==> src/rtl/status_serializer.sv <==
// ============================================================================
// status_serializer : MBED link transmitter, one status bit per tx_valid/tx_ack
// four-phase handshake, MSB first. Define PARITY_EN to append an even-parity bit.
// Revision: 1.0
// ============================================================================
`default_nettype none

module status_serializer #(
  parameter int WIDTH          = 10,
  parameter int TIMEOUT_CYCLES = 1_000_000
) (
  input  logic             clk,
  input  logic             reset,
  input  logic             send,
  input  logic [WIDTH-1:0] status_word,
  input  logic             tx_ack,
  output logic             tx_data,
  output logic             tx_valid,
  output logic             busy,
  output logic             done,
  output logic             timeout_err
);

  localparam int CNT_W = $clog2(WIDTH + 1);
`ifdef PARITY_EN
  localparam int FRAME_BITS = WIDTH + 1;
`else
  localparam int FRAME_BITS = WIDTH;
`endif
  localparam logic [CNT_W-1:0] LAST_BIT = CNT_W'(FRAME_BITS - 1);
  localparam int PH_W = $clog2(TIMEOUT_CYCLES + 1);
  localparam logic [PH_W-1:0] PH_LAST = PH_W'(TIMEOUT_CYCLES - 1);

  typedef enum logic [2:0] {
    IDLE    = 3'd0,
    SETUP   = 3'd1,
    WAIT_HI = 3'd2,
    WAIT_LO = 3'd3,
    FINISH  = 3'd4
  } state_t;

  state_t           state, state_n;
  logic [WIDTH-1:0] shreg, shreg_n;
  logic [CNT_W-1:0] bit_cnt, bit_cnt_n;
  logic [PH_W-1:0]  phase_cnt;
  logic             ack_meta, ack_s;
  logic             tx_data_n, tx_valid_n, busy_n, done_n, timeout_n;
  logic             timed_out;
`ifdef PARITY_EN
  logic             parity, parity_n;
`endif

  // Phase counter saturates one short of the limit; hitting that value aborts.
  assign timed_out = (phase_cnt == PH_LAST);

  always_ff @(posedge clk or posedge reset) begin
    if (reset) begin
      ack_meta    <= 1'b0;
      ack_s       <= 1'b0;
      state       <= IDLE;
      shreg       <= '0;
      bit_cnt     <= '0;
      phase_cnt   <= '0;
      tx_data     <= 1'b0;
      tx_valid    <= 1'b0;
      busy        <= 1'b0;
      done        <= 1'b0;
      timeout_err <= 1'b0;
`ifdef PARITY_EN
      parity      <= 1'b0;
`endif
    end else begin
      ack_meta    <= tx_ack;
      ack_s       <= ack_meta;
      state       <= state_n;
      shreg       <= shreg_n;
      bit_cnt     <= bit_cnt_n;
      tx_data     <= tx_data_n;
      tx_valid    <= tx_valid_n;
      busy        <= busy_n;
      done        <= done_n;
      timeout_err <= timeout_n;
`ifdef PARITY_EN
      parity      <= parity_n;
`endif
      if (state_n != state)
        phase_cnt <= '0;
      else if (phase_cnt != PH_LAST)
        phase_cnt <= phase_cnt + 1'b1;
    end
  end

  always_comb begin
    state_n    = state;
    shreg_n    = shreg;
    bit_cnt_n  = bit_cnt;
    tx_data_n  = tx_data;
    tx_valid_n = tx_valid;
    busy_n     = busy;
    done_n     = 1'b0;
    timeout_n  = 1'b0;
`ifdef PARITY_EN
    parity_n   = parity;
`endif
    case (state)
      IDLE: begin
        if (send) begin
          shreg_n   = status_word;
          bit_cnt_n = '0;
          busy_n    = 1'b1;
          tx_data_n = status_word[WIDTH-1];
`ifdef PARITY_EN
          parity_n  = ^status_word;
`endif
          state_n   = SETUP;
        end
      end
      SETUP: begin
        if (!timed_out && !ack_s) begin
          tx_valid_n = 1'b1;
          state_n    = WAIT_HI;
        end
      end
      WAIT_HI: begin
        if (!timed_out && ack_s) begin
          tx_valid_n = 1'b0;
          state_n    = WAIT_LO;
        end
      end
      WAIT_LO: begin
        if (!timed_out && !ack_s) begin
          if (bit_cnt == LAST_BIT) begin
            done_n    = 1'b1;
            busy_n    = 1'b0;
            tx_data_n = 1'b0;
            state_n   = FINISH;
          end else begin
            shreg_n   = shreg << 1;
            bit_cnt_n = bit_cnt + 1'b1;
`ifdef PARITY_EN
            tx_data_n = (bit_cnt == CNT_W'(WIDTH - 1)) ? parity : shreg[WIDTH-2];
`else
            tx_data_n = shreg[WIDTH-2];
`endif
            state_n   = SETUP;
          end
        end
      end
      FINISH: state_n = IDLE;
      default: state_n = IDLE;
    endcase

    // Abort overrides whatever the active phase decided.
    if (timed_out && (state == SETUP || state == WAIT_HI || state == WAIT_LO)) begin
      timeout_n  = 1'b1;
      tx_valid_n = 1'b0;
      tx_data_n  = 1'b0;
      busy_n     = 1'b0;
      state_n    = IDLE;
    end
  end

endmodule

`default_nettype wire

==> config.mk <==
export PLATFORM = sky130hd
export DESIGN_NAME = status_serializer
export DESIGN_NICKNAME = d
export VERILOG_FILES = /design/src/rtl/status_serializer.sv
export SDC_FILE = /design/constraint.sdc
export NUM_CORES = 1
export LEC_CHECK = 0
export ABC_AREA = 1
export CAP_MARGIN = 10
export CORE_MARGIN = 2
export CORE_UTILIZATION = 57
export CTS_CLUSTER_SIZE = 24
export DETAILED_ROUTE_END_ITERATION = 16
export MAX_ROUTING_LAYER = met4
export PLACE_DENSITY_LB_ADDON = 0.05
export SETUP_SLACK_MARGIN = 0.5
export SLEW_MARGIN = 10
export SYNTH_ARGS = -nofsm -noshare
export SYNTH_HDL_FRONTEND = slang
export SYNTH_SLANG_ARGS = --single-unit
==> constraint.sdc <==
create_clock -name clk -period 3.95 [get_ports clk]
set_clock_uncertainty 0.05 [all_clocks]
set_input_delay 0.79 -clock clk [delete_from_list [all_inputs] [get_ports clk]]
set_output_delay 0.79 -clock clk [all_outputs]
set_load 0.02 [all_outputs]
==> metrics.md <==
| Metric | Value |
|---|---|
| Yosys cell types | 33 |
| Antenna violations before repair | 0 |
| Area Overhead vs Synth | 13.83% |
| Leading area contributor after synthesis | dfrtp_1 |
| FFs w/ async S/R, synth | 100.0% |
| Largest net degree at the start of global routing | 24 |
| Max cap viols | 0 |
| Cells after DPL | between 300 and 400 |
| Critical path fanouts, max | 20 |
| DP HPWL | ~3100 um |
| Worst-path clk slew | ~0.080 ns |
| Maximum vdd drop | 406.0 uV |
| Synthesized area | 0.002297 mm^2 |
| WL/cell | roughly 13 um |
| Fraction of layout cells with a size suffix above 1 | approximately 18% |
| Post-CTS Resized | 0 |
| CTS buffer count | 5 |
| Average size of a mapped cell | between 8 and 9 um^2 |
| Clk Latency, worst-skew pair | ~0.30 ns |
| Hold Crit Depth | 0 |
| Num ports | 19 |
| Worst-Margin Slew | between 0.7 and 0.8 ns |
| Top-area cell type share of the netlist area | ~47% |
| Total negative slack | 0 ns |
| Crit. Startpoint | phase_cnt[0] |
| # rows | 23 |
| Mapped Cells | 267 |
| Vias in the first global route | ~1700 |
| Required @ worst endpoint | 4.07 ns |
| RSZ-0062 raised after global routing | no |
| Clk buf depth | 2 |
| Minimum clock period | 2.304 ns |
| HP Class | reg2reg |
| DR vias/cell | approximately 5 |
| Drt first pass iters | 4 |
| Post-DRT Antenna Nets | 0 |
| Seq/Total Area, Yosys | 46.84% |
| Final worst-path cycle share | roughly three fifths |
| PwrDens | around 550 mW/mm^2 |
| Die extent in x | ~67 um |
| H-Tree Depth | 2 |
| GR Util All Layers | a little under a quarter |
| Setup Crit Path Kind | reg2reg |
| IO Port Bufs | 18 |
| Sinks on Clock Net | 43 |
| CTS tree | built |
| R2R depth | 14 |
| # diodes | 0 |
| Largest cells by area after synthesis | dfrtp_1 (47%), nand2_1 (8.0%), nor2_2 (7.4%) |
| Layout Cells excl Fill | 340 |
| Post-CTS Setup Inserts | 0 |
| First-pass GRT wire length | between 7000 and 8000 um |
| Core area | just under 0.004 mm^2 |
| Crit end category | flop |
| Die height | a little under 70 um |
| Yosys reg bits | 43 |
| Via count | roughly 1700 |
| DRT iter0 DRCs | 79 |
| Die Area | about 0.0046 mm^2 |
| Post-synth EDFFs | 0 |
| Flop2flop setup slack | 1.65 ns |
| Status | finished clean |
| Worst EP arrival | between 2 and 2.5 ns |
| Fin. max-slew vios | 0 |
| Post-synth top cells | nand2_1 (49), dfrtp_1 (43), inv_1 (33) |
| Fmax | approximately 430 MHz |
| Final setup viols | 0 |
| Routed WL | 4271 um |
| Hold_sp | ack_meta |
| Yosys warns | 0 |
| Syn Nets | ~280 |
| GRT overflow | 0 |
| Top-count cell post-synth | nand2_1 |
| GP Congestion | around 0.8 |
| Launching point of the worst reg2reg path | phase_cnt[0] |
| Reg2reg end | phase_cnt[4] |
| Leakage | approximately 1.2 nW |
| Nets@finish | between 300 and 400 |
| Hold endpoint | ack_s |
| Element type at the critical path start | flop |
| CTS root buffer | clkbuf_8 |
| DRC | 0 |
| Most used DFF post-synth | dfrtp_1 |
| Pre-CTS WS | ~1.4 ns |
| Final worst slack | ~1.6 ns |
| CTS Hold Bufs | 0 |
| Initial Util | between 50% and 60% |
| Headroom to the max-slew limit | around half |
| Count of final hold-check violations | 0 |
worst max-delay path, stage by stage (launching register included):
cell and delay, ns:
dfrtp_1 0.40, ha_1 0.20, nand3_2 0.12, nor2_4 0.15
nand3_4 0.16, nand2_4 0.14, nand2_1 0.06, nand2_1 0.06
inv_1 0.04, nand2_1 0.06, nand2_1 0.07, nand2_1 0.06
nand2_1 0.05, nand2_2 0.46, nor2_2 0.07
stage by stage:
step | power, W | hold slack (ns) | area, um^2 | util, %
floorplan | 0.001052 | 0.2812 | 2297 | -
global placement | 0.001139 | 0.2842 | 2516 | 63.82
detailed placement | 0.001155 | 0.3115 | 2516 | 63.82
CTS | 0.001455 | 0.3317 | 2615 | 66.33
global route | 0.001557 | 0.3283 | 2615 | 66.33
finish | 0.001438 | 0.3218 | 2615 | 66.33
cell families (layout without fill, tap and decap cells):
group	Yosys count	count (layout)	share of synthesized area (%)
and+or+nand+nor	133	133	29.85
DFF	43	43	46.84
buffers and inverters	40	63	7.407
AOI/OAI and AO/OA	31	31	7.625
xor gates and xnor gates	15	15	5.719
adders and majority gates	3	3	1.634
muxes	2	2	0.9259
where the power goes:
part	leakage, nW	internal [W]	switching (W)
combinational	0.561	0.000184	0.000384
clock	0.0474	0.000143	0.000154
sequential	0.553	0.000523	0.0000503
flip-flops by register name (all words and copies together), names as in the netlist:
register,flops
phase_cnt,20
tx_data,1
done,1
busy,1
bit_cnt,4
timeout_err,1
shreg,9
ack_s,1
tx_valid,1
state,3
ack_meta,1
cells in the final DEF, fill, tap and decap left out, types with 3 or more instances in the layout:
cell,n
nor2_2,27
nand4_1,3
nor3_1,4
a31oi_1,7
nand2_1,49
o21ai_0,14
clkbuf_8,6
ha_1,3
nand3_1,16
o22ai_1,4
a21oi_1,4
nor2_1,19
xor2_1,10
xnor2_1,5
dfrtp_1,43
nand2_2,3
clkdlybuf4s50_1,18
inv_1,32
metal layers:
| metal | vias to the layer above | track usage, % | wire length, um |
|---|---|---|---|
| met5 | - | - | 0 |
| met4 | 0 | 6.888 | 52 |
| met1 | 805 | 24.92 | 1912 |
| li1 | 900 | - | - |
| met2 | 23 | 39.46 | 2196 |
| met3 | 6 | 6.000 | 109 |
how the worst max path moves through the flow:
stage / end / slack [ns] / depth (start not counted)
final: phase_cnt[4] / 1.65 / 14
after global routing: phase_cnt[4] / 1.43 / 14
after detailed placement: shreg[8] / 1.44 / 8
after CTS: phase_cnt[4] / 1.64 / 13
after floorplan: ack_meta / 2.11 / 1
after global placement: shreg[8] / 1.43 / 8
area by class of cell:
cell class                      count  area [um^2]
Fill cell                         331         1328
Timing Repair Buffer               20        195.2
Tap cell                           50        62.56
Clock buffer                        6        82.58
Clock inverter                      2        16.27
Multi-Input combinational cell    184         1051
Inverter                           35        131.4
Sequential cell                    43         1076
Power figures use the tool's default switching activity.
